--- src/rtl/alien_pkg.sv ---
// Shared definitions for the alien hit scheduler.
//   Geometry of the alien formation, FSM state encoding, counter widths,
//   and the per-row point value used when ALIEN_SCORE_EN is defined.
package alien_pkg;

    localparam int N_COLS    = 8;
    localparam int N_ROWS    = 6;
    localparam int N         = N_COLS * N_ROWS;
    localparam int ALIEN_W   = 16;
    localparam int ALIEN_H   = 16;
    localparam int SPACING_X = 32;
    localparam int SPACING_Y = 24;
    localparam int GROUND_Y  = 440;
    localparam int PTS_ROW0  = 30;

    localparam int IDX_W = 6;
    localparam int COL_W = $clog2(N_COLS);
    localparam int ROW_W = $clog2(N_ROWS);

    typedef enum logic [1:0] {
        IDLE = 2'd0,
        SCAN = 2'd1,
        HIT  = 2'd2
    } state_e;

    // Row 0 is worth PTS_ROW0, each lower row 10 less, never below 10.
    function automatic logic [15:0] row_points(input logic [ROW_W-1:0] row);
        int pts;
        pts = PTS_ROW0 - 10 * int'(row);
        if (pts < 10) pts = 10;
        return 16'(pts);
    endfunction

endpackage

--- src/rtl/alien_pos_gen.sv ---
// Alien position generator.
//   Walks the formation in index order (row-major) and accumulates the
//   screen position of the current alien by addition only.
// Ports:
//   clk_master, d_reset   clock, async active-high reset
//   start                 load origin, clear idx/col/row
//   step                  advance to the next alien
//   origin_x, origin_y    formation top-left, sampled on start
//   idx                   current alien index (row*N_COLS+col)
//   row                   current row (only with ALIEN_SCORE_EN)
//   ax, ay                11-bit position of the current alien
//   last                  current alien is index N-1
// Macro: ALIEN_SCORE_EN exposes the row output.
module alien_pos_gen
    import alien_pkg::*;
(
    input  logic             clk_master,
    input  logic             d_reset,
    input  logic             start,
    input  logic             step,
    input  logic [9:0]       origin_x,
    input  logic [9:0]       origin_y,
    output logic [IDX_W-1:0] idx,
`ifdef ALIEN_SCORE_EN
    output logic [ROW_W-1:0] row,
`endif
    output logic [10:0]      ax,
    output logic [10:0]      ay,
    output logic             last
);

    logic [COL_W-1:0] col_q;
    logic [ROW_W-1:0] row_q;
    logic [9:0]       org_x_q;

    always_ff @(posedge clk_master or posedge d_reset) begin
        if (d_reset) begin
            idx     <= '0;
            col_q   <= '0;
            row_q   <= '0;
            ax      <= '0;
            ay      <= '0;
            org_x_q <= '0;
        end else if (start) begin
            idx     <= '0;
            col_q   <= '0;
            row_q   <= '0;
            ax      <= {1'b0, origin_x};
            ay      <= {1'b0, origin_y};
            org_x_q <= origin_x;
        end else if (step) begin
            idx <= idx + 1'b1;
            if (col_q == COL_W'(N_COLS - 1)) begin
                // Row wrap: x returns to the latched origin, y moves one pitch down.
                col_q <= '0;
                row_q <= row_q + 1'b1;
                ax    <= {1'b0, org_x_q};
                ay    <= ay + 11'(SPACING_Y);
            end else begin
                col_q <= col_q + 1'b1;
                ax    <= ax + 11'(SPACING_X);
            end
        end
    end

    assign last = (idx == IDX_W'(N - 1));

`ifdef ALIEN_SCORE_EN
    assign row = row_q;
`endif

endmodule

--- src/rtl/alien_hit_scheduler.sv ---
// Alien hit scheduler.
//   Checks the player projectile against one alien per clock, owns the
//   alive mask, reports the destroyed alien and flags wave-clear/game-over.
//
//   state | meaning
//   IDLE  | waiting for frame_tick
//   SCAN  | evaluating alien idx this cycle
//   HIT   | hit outputs pulsing, returning to IDLE
//
// Ports:
//   clk_master, d_reset          clock, async active-high reset
//   frame_tick                   start a scan (ignored unless IDLE)
//   wave_reload                  restore all aliens, clear game_over
//   origin_x, origin_y           formation top-left
//   proj_valid, projectile_x/y   projectile state
//   alive_mask                   bit i = alien i alive
//   hit_valid, del_proj          1-cycle pulse on a kill
//   hit_index                    last destroyed alien
//   all_dead                     registered alive_mask == 0
//   game_over                    sticky ground-reached flag
//   busy                         high in SCAN
//   score                        running score (only with ALIEN_SCORE_EN)
// Macro: ALIEN_SCORE_EN adds the score output and its logic.
module alien_hit_scheduler
    import alien_pkg::*;
(
    input  logic             clk_master,
    input  logic             d_reset,
    input  logic             frame_tick,
    input  logic             wave_reload,
    input  logic [9:0]       origin_x,
    input  logic [9:0]       origin_y,
    input  logic             proj_valid,
    input  logic [9:0]       projectile_x,
    input  logic [9:0]       projectile_y,
    output logic [N-1:0]     alive_mask,
    output logic             hit_valid,
    output logic [IDX_W-1:0] hit_index,
    output logic             del_proj,
    output logic             all_dead,
    output logic             game_over,
`ifdef ALIEN_SCORE_EN
    output logic [15:0]      score,
`endif
    output logic             busy
);

    state_e           state_q, state_d;
    logic             scan_start, scan_step;
    logic [IDX_W-1:0] idx;
    logic [10:0]      ax, ay, px, py;
    logic             last;
    logic             cur_alive, x_in, y_in, hit_now, hit_take, ground_now;
`ifdef ALIEN_SCORE_EN
    logic [ROW_W-1:0] row;
    logic [16:0]      score_sum;
`endif

    alien_pos_gen u_pos_gen (
        .clk_master (clk_master),
        .d_reset    (d_reset),
        .start      (scan_start),
        .step       (scan_step),
        .origin_x   (origin_x),
        .origin_y   (origin_y),
        .idx        (idx),
`ifdef ALIEN_SCORE_EN
        .row        (row),
`endif
        .ax         (ax),
        .ay         (ay),
        .last       (last)
    );

    assign px        = {1'b0, projectile_x};
    assign py        = {1'b0, projectile_y};
    assign cur_alive = alive_mask[idx];

    // Positions at or beyond 1024 are off-screen and can never be hit.
    assign x_in = (ax < 11'd1024) && (ax <= px) && (px < ax + 11'(ALIEN_W));
    assign y_in = (ay < 11'd1024) && (ay <= py) && (py < ay + 11'(ALIEN_H));

    assign hit_now    = (state_q == SCAN) && proj_valid && cur_alive && x_in && y_in;
    assign hit_take   = hit_now && !wave_reload;
    assign ground_now = (state_q == SCAN) && cur_alive &&
                        (({1'b0, ay} + 12'(ALIEN_H)) > 12'(GROUND_Y));

    always_ff @(posedge clk_master or posedge d_reset) begin
        if (d_reset) state_q <= IDLE;
        else         state_q <= state_d;
    end

    always_comb begin
        state_d    = state_q;
        scan_start = 1'b0;
        scan_step  = 1'b0;
        if (wave_reload) begin
            state_d = IDLE;
        end else begin
            case (state_q)
                IDLE: begin
                    if (frame_tick) begin
                        state_d    = SCAN;
                        scan_start = 1'b1;
                    end
                end
                SCAN: begin
                    if (hit_now)   state_d = HIT;
                    else if (last) state_d = IDLE;
                    else           scan_step = 1'b1;
                end
                HIT:     state_d = IDLE;
                default: state_d = IDLE;
            endcase
        end
    end

    assign busy = (state_q == SCAN);

    // Hit results are registered on the SCAN->HIT edge so they are visible
    // during the HIT cycle, giving k+2 cycles from tick to pulse.
    always_ff @(posedge clk_master or posedge d_reset) begin
        if (d_reset) begin
            alive_mask <= '1;
            hit_valid  <= 1'b0;
            del_proj   <= 1'b0;
            hit_index  <= '0;
            game_over  <= 1'b0;
            all_dead   <= 1'b0;
        end else begin
            hit_valid <= hit_take;
            del_proj  <= hit_take;
            if (hit_take) hit_index <= idx;
            if (wave_reload) begin
                alive_mask <= '1;
                game_over  <= 1'b0;
            end else begin
                if (hit_take)   alive_mask[idx] <= 1'b0;
                if (ground_now) game_over <= 1'b1;
            end
            all_dead <= (alive_mask == '0);
        end
    end

`ifdef ALIEN_SCORE_EN
    assign score_sum = {1'b0, score} + {1'b0, row_points(row)};

    always_ff @(posedge clk_master or posedge d_reset) begin
        if (d_reset)       score <= '0;
        else if (hit_take) score <= score_sum[16] ? 16'hFFFF : score_sum[15:0];
    end
`endif

endmodule

--- config.mk ---
export PLATFORM = sky130hd
export DESIGN_NAME = alien_hit_scheduler
export DESIGN_NICKNAME = d
export VERILOG_FILES = /design/src/rtl/alien_pkg.sv /design/src/rtl/alien_pos_gen.sv /design/src/rtl/alien_hit_scheduler.sv
export SDC_FILE = /design/constraint.sdc
export NUM_CORES = 1
export LEC_CHECK = 0
export ABC_AREA = 1
export BUFFER_PORTS_ARGS = -buffer_cell sky130_fd_sc_hd__buf_4
export CORE_ASPECT_RATIO = 0.75
export CORE_MARGIN = 4
export CORE_UTILIZATION = 50
export CTS_CLUSTER_DIAMETER = 100
export DETAILED_ROUTE_END_ITERATION = 8
export GPL_ROUTABILITY_DRIVEN = 0
export PLACE_DENSITY = 0.72
export SLEW_MARGIN = 10
export SYNTH_ARGS = -nofsm -noshare
export SYNTH_HDL_FRONTEND = slang
export SYNTH_SLANG_ARGS = --single-unit
--- constraint.sdc ---
create_clock -name clk_master -period 4.12 [get_ports clk_master]
set_input_delay 0 -clock clk_master [delete_from_list [all_inputs] [get_ports clk_master]]
set_output_delay 0 -clock clk_master [all_outputs]
set_load 0.01 [all_outputs]
* After elaboration in Yosys (flattened, before gate mapping) *
Cells that the tools add are included.
Widths: inputs -> output; s select.

storage, ports and cells
  output and inout bits = 59
  register bits = 100
  logic and storage cells = 86

operators by class
  equal/unequal tests = 5
  magnitude comparators = 9
  bitwise gates (word level) = 2
  reduce and logical (&&, ||, !) cells = 21
  multiplexer cells = 31
  add/sub/neg operators = 7

operators by type and width
  cell                   number
  $mux 48                2
  $mux 11                6
  $and 48x48->48         1
  $logic_not 48->1       1
  $not 48->48            1
  $add 11x5->11 const B  3
  $le 11x10->1           2
  $lt 10x11->1           2
  $lt 11x11->1 const B   2
  $add 11x5->12 const B  1
  $gt 12x9->1 const B    1
  $logic_and 1x1->1      12
  $mux 6                 2
  $add 11x6->11 const B  1
  $mux 1                 11
  $mux 3                 3
  $mux 2                 4
  $reduce_bool 2->1      4
  $lt 6x7->1 const B     1
  $add 6x1->6 const B    1
  $bmux 1 s6             1
  $demux 1 s6            1
  $eq 6x6->1 const B     1
  $ge 6x1->1 const B     1
  9 further kinds        10

* Depth between registers and ports, before layout *
Gate-level depths: netlist (run 1).

  depth in word-level cells = 10
  depth in mapped cells = 20
  depth with buffers taken out = 19

* By module *
From an unflattened synthesis (run 1), not the netlist that was laid out.

second synthesis, totals
  cell total of the unflattened synthesis = 977
  area, all modules = 6,859.1 um^2

modules (own cells, without submodules)
  module               area each (um^2)  times used  cells each
  alien_hit_scheduler  4,774.6           1           725
  alien_pos_gen        2,084.5           1           252

* Worst setup path before layout (run 1) *
No wires, ideal clock.

  path kind = register -> register
  from = reg u_pos_gen.ax[4]
  to = reg u_pos_gen.idx[3]
  stages on the path, launching flop included = 18
  required time = 3,999 ps
  setup time = 121 ps
  period minus slack after synthesis = 2,449 ps
  arrival = 2,329 ps
  slack = 1,671 ps
  path through = dfrtp_1 > ha_1 > xnor2_1 > ha_1 > a21o_1 > a21oi_1 > nand2_1 > nand2_1 > nand2_1 > nand2_1 > nand3_1 > nor2_1 > nand3_2 > nand2_4 > nand2_4 > buf_4 > nand2_1 > o21ai_2

on the way
  word-level cells in the longest chain between the ends = 9
  elaborated cells between the ends (all ways) = 12
  classes of those cells = add/sub (1); order compare (3); mux (3); reduce/logical (5)

ends and longest elaborated chain
  what                                               line                        source
  from (decl)                                        alien_pos_gen.sv:27         output logic [10:0] ax,
  from (signal assigned)                             alien_pos_gen.sv:48         ax <= {1'b0, origin_x};
  from (signal assigned)                             alien_pos_gen.sv:57         ax <= {1'b0, org_x_q};
  from (signal assigned)                             alien_pos_gen.sv:61         ax <= ax + 11'(SPACING_X);
  $add 11x5->11 (tied with other cells)              alien_hit_scheduler.sv:80   assign x_in = (ax < 11'd1024) && (ax <= px) && (px < ax + 11'(ALIEN_W));
  $lt 10x11->1 or $logic_and 1x1->1 (tied branches)  alien_hit_scheduler.sv:80
  $logic_and 1x1->1 *                                alien_hit_scheduler.sv:80
  $logic_and 1x1->1 * (2 in series)                  alien_hit_scheduler.sv:83   assign hit_now = (state_q == SCAN) && proj_valid && cur_alive && x_in && y_in;
  $mux 1 *                                           alien_hit_scheduler.sv:108  if (hit_now) state_d = HIT;
  $mux 1 *                                           alien_hit_scheduler.sv:100  case (state_q)
  $mux 1 *                                           alien_hit_scheduler.sv:97   if (wave_reload) begin
  $reduce_bool 2->1 (no source line) *               -
  to (signal assigned)                               alien_pos_gen.sv:52         idx <= idx + 1'b1;
  to (decl)                                          alien_pos_gen.sv:23         output logic [IDX_W-1:0] idx,

Every way passes the cells marked *; elsewhere a longest branch is shown, timed or not.
A chain may end at the register's enable or synchronous reset.

* Worst setup path in the final report (run 1) *
  from = reg u_pos_gen.ax[4]
  to = reg alive_mask[3]

on the way
  word-level cells in the longest chain between the ends = 7
  elaborated cells between the ends (all ways) = 10
  classes of those cells = add/sub (1); order compare (3); reduce/logical (6)

ends and longest elaborated chain
  what                                               line                        source
  $add 11x5->11 (tied with other cells)              alien_hit_scheduler.sv:80
  $lt 10x11->1 or $logic_and 1x1->1 (tied branches)  alien_hit_scheduler.sv:80
  $logic_and 1x1->1 *                                alien_hit_scheduler.sv:80
  $logic_and 1x1->1 * (2 in series)                  alien_hit_scheduler.sv:83
  $logic_and 1x1->1 *                                alien_hit_scheduler.sv:84   assign hit_take = hit_now && !wave_reload;
  $reduce_bool 2->1 (no source line) *               -
  to (signal assigned)                               alien_hit_scheduler.sv:124  alive_mask <= '1;
  to (signal assigned)                               alien_hit_scheduler.sv:135  alive_mask <= '1;
  to (signal, indexed assignment)                    alien_hit_scheduler.sv:138  if (hit_take) alive_mask[idx] <= 1'b0;
  to (decl)                                          alien_hit_scheduler.sv:36   output logic [N-1:0] alive_mask,

Marked as above.

==> reports/results.ini, run 1 <==
[yosys]
yosysSeqAreaShare=0.3903
synth_xor_area_frac=0.02535
synth-edff-count=0
synth_top_family_by_area=simple AND/OR/NAND/NOR gates
yosysWarnings=0
synth_simple_gate_area_share=0.2771
ys_ff_latch=100
synthAdderAreaFrac=0.09339
async_flop_share=1.000
synth_cell_types=38
yosys-top-cells-area=dfrtp_1 20%, dfstp_2 19%, nand2_1 14%, ha_1 9.3%, inv_1 7.1%
avgSynthCellArea_sq_um=7.360
synth.most_common_cell=nand2_1
synth_compound_area_frac=0.1115
syn_nets=986
synth_top_area_share=0.1982
ys.flop_type=dfrtp_1
yosysTopAreaCell=dfrtp_1
synth_commonest_cells=239 x nand2_1, 124 x inv_1, 106 x nor2_1
synth_area_sq_mm=0.006565
synthMuxAreaShare=0
syn_inst=892

[die]
initial_core_util=0.5223
fp.dieH_um=107.2
rows=35
pin_count=104
coreArea_sq_mm=0.01257
fp.dieW_um=140.3
die_area_sq_mm=0.01505

[timing]
rsz0062_at_grt=no
tns_ns=0
fin_ws_ns=0.8679
setup_viol=0
finalCritPeriodShare=0.7893
post-route-min-period_ns=3.252
relSlewSlack=0.2165
clock_skew_ns=0.006175
slew_viol_final=0
worstMarginPinSlew_ns=1.174
max_freq_mhz=307.5
hold_violations=0

[pwr]
cellPowerDensity_mw_per_mm2=491.5
leakage_nw=4.015
ir_drop_mv=0.2763
total_power_mw=3.854

[final_layout]
layout-drive-gt1-share=0.1936
syn_to_final_growth_pct=19.44
finalNetCount=1091
seqCellArea_sq_mm=0.002562
multi_input_area_sq_mm=0.003331
stdcell_count=1168
diodes=0
nFillCells=1157

[drt]
antenna_left=0
dr.first_iter.drc_count=549
vias_per_cell=5.167
drt_pass1_iterations=5
drc=0
wl_per_cell_um=14.90
vias=6035
wl_um=17400

[hold_path]
hp-class=in -> reg

[clock_network]
cts-root-buf=clkbuf_16
cts_setup_buffers=0
max-clock-path-buffers=2
cts.sinks=100
clkSlewWorstSetupHoldPaths_ns=0.07
cts_max_level=3
numCtsBuffers=9
cts_resized=0
cts_tree=done
clk_latency_ns=0.35

[critical_path]
cp_common_cell=nand2_1
slowest_stage=dfrtp_1
crit_required_ns=4.37
critical-path-max-stage-delay_ns=0.48
critPathMaxFanout=33
crit_type=reg -> reg
endpoint_kind=flip-flop
critPathLaunchType=flip-flop
cp_cell_sequence=ha_1 -> xnor2_1 -> ha_1 -> nand2_1 -> inv_1 -> a21oi_1 -> nand2_1 -> nand2_1 -> nand2_1 -> nand2_1 -> nand3_1 -> nor2_1 -> nand3_2 -> buf_4 -> inv_1 -> nand2_2 -> inv_2 -> a21oi_1
worst_ep_arrival_time_ns=3.50

[global_route]
busiest_layer=met1
track_usage=0.2384
gr-total-overflow=0
grt_pass1_vias=5655
met2_usage=0.3525
grt_use_met1=0.3636
met3_usage=0.04325
grt_pass1_wl_um=29080
antenna_found_initial=0
grt_max_degree=48

[outcome]
status=complete, no violations

[placement]
numPortBuffers=103
dp.cells=1136
pre_cts_ws_ns=0.8686
hpwlAfterDp_um=12780

[run]
cap_viol_max_count=0

==> cells by family after synthesis <==
family / after synthesis
AND/OR/NAND/NOR: 436
adder cells (fa/ha/maj): 49
XOR/XNOR: 19
flip-flops: 100
buffers and inverters: 158
AO/OA/AOI/OAI: 130
==> what timing repair did <==
| action | CTS | global route |
|---|---|---|
| setup endpoints to repair | 0 | 0 |
| hold buffers | 16 | 0 |
| hold endpoints to repair | 50 | 0 |
==> final timing paths <==
kind	from	endpoint	slack, ns	depth (start not counted)
min reg2reg	u_pos_gen.org_x_q[6]	u_pos_gen.org_x_q[6]	0.48	2
min	origin_y[4]	u_pos_gen.ay[4]	0.006	5
max	u_pos_gen.ax[4]	alive_mask[3]	0.87	18
min in group asynchronous	d_reset	u_pos_gen.ay[0]	0.21	3
max in group asynchronous	d_reset	u_pos_gen.ax[7]	2.98	4
max reg2reg	u_pos_gen.ax[4]	alive_mask[3]	0.87	18
==> final cells by class <==
| class | count | share of cell area |
|---|---|---|
| Multi-Input combinational cell | 634 | 0.4248 |
| Sequential cell | 100 | 0.3268 |
| Timing Repair Buffer | 125 | 0.1248 |
| Inverter | 127 | 0.06111 |
| Clock buffer | 10 | 0.02920 |
| Tap cell | 166 | 0.02649 |
| Clock inverter | 6 | 0.006861 |
==> cell usage in the layout, fill, tap and decap left out, drive strengths merged, types with 2 or more instances in the layout <==
cell type	Yosys	layout
nand2	243	243
inv	126	130
buf	17	109
nor2	108	108
o21ai	59	59
dfrtp	52	52
a21oi	51	51
ha	49	49
dfstp	48	48
nand3	42	42
nor3	16	16
dlygate4sd3	0	16
xor2	14	14
nor4	13	13
nand4	10	10
clkbuf	14	10
o211ai	5	5
xnor2	5	5
o31ai	5	5
a21o	3	3
a211oi	3	3
or2	2	2
nand3b	2	2
clkinv	1	2
==> state kept, by name, indices dropped and copies added (netlist names) <==
| name | flops |
|---|---|
| alive_mask | 48 |
| all_dead | 1 |
| del_proj | 1 |
| game_over | 1 |
| hit_index | 6 |
| state_q | 2 |
| u_pos_gen.ax | 11 |
| u_pos_gen.ay | 11 |
| u_pos_gen.col_q | 3 |
| u_pos_gen.idx | 6 |
| u_pos_gen.org_x_q | 10 |
==> worst max-delay path, delay by kind of cell, from the launching register on <==
family / cells / cell delay, ns
buffers and inverters: 4 / 0.84
and+or+nand+nor: 9 / 0.79
adders and majority gates: 2 / 0.59
DFF: 1 / 0.48
AOI/OAI and AO/OA: 2 / 0.29
xor gates and xnor gates: 1 / 0.14
==> per-layer routing <==
layer  part of all wire  vias to the layer above
met5                  0                        -
met4             0.0097                        0
met3              0.065                       13
met2               0.43                      181
met1               0.49                     2787
li1                   -                     3054
==> metrics by stage <==
| stage | hold slack [ns] | utilization | instance area [sq um] |
|---|---|---|---|
| after detailed placement | 0.03643 | 0.5887 | 7398 |
| after global placement | 0.03853 | 0.5887 | 7398 |
| after CTS | 0.005042 | 0.6239 | 7841 |
| after floorplan | 0.1210 | - | 6565 |
| after global routing | 0.05180 | 0.6239 | 7841 |
| final | 0.006388 | 0.6239 | 7841 |
==> report_power, final <==
part / total [mW] / internal, mW / switching (mW)
sequential: 1.36 / 1.15 / 0.208
combinational: 1.67 / 0.611 / 1.06
clock: 0.821 / 0.422 / 0.399
total: 3.85 / 2.19 / 1.67
No activity file was read; power rests on OpenSTA's default activity.
==> inputs of run 2 (changes only) <==
Clock period 4.12 ns to 3.2 ns, I/O delays scaled along.
==> run 2 against run 1 <==
Effect of this change: first-iteration DRC count fell by 11%; utilization rose by 0.63 points; count of clock-buffer cells in the layout rose by 1; critical path depth did not move; total power rose by 31%; sequential share of layout area fell by 0.33 points; setup slack got worse by 0.56 ns; non-clock buffer count rose by 5; register-to-register slack got worse by 0.56 ns; cell area rose by 1.0%.
==> reports/results.ini, run 2 (synthesized netlist as in run 1, its figures left out) <==
[outcome]
status=complete, no violations

[clock_network]
cts_max_level=3  ; unchanged
cts_setup_buffers=0  ; unchanged
cts-root-buf=clkbuf_16
cts.sinks=100  ; unchanged
clkSlewWorstSetupHoldPaths_ns=0.07  ; about the same
clk_latency_ns=0.35  ; about the same
numCtsBuffers=9  ; unchanged
cts_tree=done
max-clock-path-buffers=2  ; unchanged

[timing]
fin_ws_ns=0.3120  ; -0.5559 ns
finalCritPeriodShare=0.9025  ; +0.1131
relSlewSlack=0.5429  ; +0.3265
slew_viol_final=0  ; unchanged
max_freq_mhz=346.3  ; +13%
post-route-min-period_ns=2.888  ; -0.3641 ns
setup_viol=0  ; unchanged
worstMarginPinSlew_ns=0.6804  ; -0.4936 ns
whs_ns=0.01409  ; +0.007704 ns
hold_violations=0  ; unchanged
clock_skew_ns=0.008465  ; +0.002289 ns
rsz0062_at_grt=no
tns_ns=0  ; unchanged

[global_route]
antenna_found_initial=0  ; unchanged
grt_pass1_wl_um=29090  ; about the same
grt_max_degree=59  ; +23%
grt_pass1_vias=5663  ; +0.14%
gr-total-overflow=0  ; unchanged
track_usage=0.2382  ; about the same

[die]
pin_count=104  ; unchanged
rows=35  ; unchanged
die_area_sq_mm=0.01505  ; unchanged
fp.dieH_um=107.2  ; unchanged
initial_core_util=0.5223  ; unchanged
fp.dieW_um=140.3  ; unchanged
coreArea_sq_mm=0.01257  ; unchanged

[final_layout]
top_register=alive_mask
final_cell_mix=239 x nand2_1, 123 x inv_1, 114 x buf_4
reg.largest.list=alive_mask x48, u_pos_gen.ax x11, u_pos_gen.ay x11
nFillCells=1154  ; -0.26%
finalNetCount=1096  ; +0.46%
layout-drive-gt1-share=0.2006  ; +0.006983
diodes=0  ; unchanged
largest_reg_flops=48  ; unchanged
layout_commonest_cell=nand2_1
syn_to_final_growth_pct=20.64

[drt]
dr.first_iter.drc_count=489  ; -11%
vias=6065  ; +0.50%
wl_um=17580  ; +1.1%
wl_per_cell_um=14.99  ; +0.63%
drt_pass1_iterations=5  ; unchanged
antenna_left=0  ; unchanged
vias_per_cell=5.171  ; about the same
drc=0  ; unchanged

[critical_path]
critPathMaxFanout=33  ; unchanged
crit_required_ns=3.48  ; -0.89 ns
crit_type=reg -> reg
critical-path-max-stage-delay_ns=0.45  ; -0.03 ns
worst_ep_arrival_time_ns=3.17  ; -0.33 ns
slowest_stage=dfrtp_1
endpoint_kind=flip-flop
cp_common_cell=nand2_1
cp_cell_sequence=ha_1 -> xnor2_1 -> ha_1 -> nand2_1 -> inv_1 -> a21oi_1 -> nand2_1 -> nand2_1 -> nand2_1 -> nand2_1 -> nand3_1 -> nor2_1 -> nand3_2 -> nand2_4 -> nand2_4 -> nand2_8 -> nand2_1 -> nand2_1
critPathLaunchType=flip-flop

[pwr]
cellPowerDensity_mw_per_mm2=637.0  ; +30%
ir_drop_mv=0.4612  ; +67%
leakage_nw=4.049  ; +0.84%

[placement]
pre_cts_ws_ns=0.2885  ; -0.5800 ns
numPortBuffers=103  ; unchanged
hpwlAfterDp_um=12940  ; +1.3%

[run]
cap_viol_max_count=0  ; unchanged

[hold_path]
hp-class=in -> reg

-- run 2: cell types whose count changed in the layout (fill, tap and decap cells not counted), sizes merged --
cell / delta
buf: +7
clkbuf: +1
inv: -1
dlygate4sd3: -2
-- run 2: final timing paths --
path                                      start                    to  slack [ns]  cells past startpoint
min reg2reg                u_pos_gen.org_x_q[6]  u_pos_gen.org_x_q[6]        0.48                      2
max                             u_pos_gen.ax[5]       u_pos_gen.ax[0]        0.31                     18
min in group asynchronous               d_reset       u_pos_gen.ay[2]        0.26                      3
max reg2reg                     u_pos_gen.ax[5]       u_pos_gen.ax[0]        0.31                     18
max in group asynchronous               d_reset        alive_mask[47]        2.19                      4
min                                 origin_y[9]       u_pos_gen.ay[9]        0.01                      5
-- run 2: area by class of cell --
type / count / area (sq um) / area share
clock inverter: 5 / 42.54 / 0.005371
clock buffer: 11 / 252.7 / 0.03191
sequential: 100 / 2562 / 0.3235
timing repair buffer: 130 / 1036 / 0.1308
inverter: 127 / 479.2 / 0.06051
tap: 166 / 207.7 / 0.02622
multi-input combinational: 634 / 3339 / 0.4216
-- run 2: per-stage QoR --
| step | power (mW) | cell area, sq um | instances | utilization |
|---|---|---|---|---|
| final | 5.045 | 7920 | 1173 | 0.6302 |
| after global routing | 5.477 | 7920 | 1173 | 0.6302 |
| after CTS | 5.042 | 7911 | 1173 | 0.6295 |
| after detailed placement | 3.927 | 7476 | 1143 | 0.5948 |
| after global placement | 3.885 | 7476 | 1143 | 0.5948 |
| after floorplan | 3.316 | 6565 | 892 | - |
-- run 2: report_power, final --
group          internal [mW]  switching [mW]
logic                  0.807            1.41
clock network          0.581           0.509
registers               1.48           0.257
-- run 2: per-layer routing --
layer	track usage	vias up	routed length, um	share of wire
li1	-	3063	-	-
met1	0.3676	2809	8753	0.50
met2	0.3484	181	7529	0.43
met3	0.04369	12	1146	0.065
met4	0.04772	0	153	0.0087
met5	0	-	0	0
-- run 2: timing repair --
action / in CTS / in global routing
endpoints found under the setup margin: 0 / 1
resized for setup: 0 / 1
hold buffers: 14 / 0
hold endpoints to repair: 20 / 0
-- run 2: critical path: cells and delay by family, from the launching register on --
family                   cells  cell delay, ns
XOR/XNOR                     1            0.14
buffers and inverters        1            0.05
flip-flops                   1            0.45
AND/OR/NAND/NOR             13            1.48
adder cells (fa/ha/maj)      2            0.56
AO/OA/AOI/OAI                1            0.13
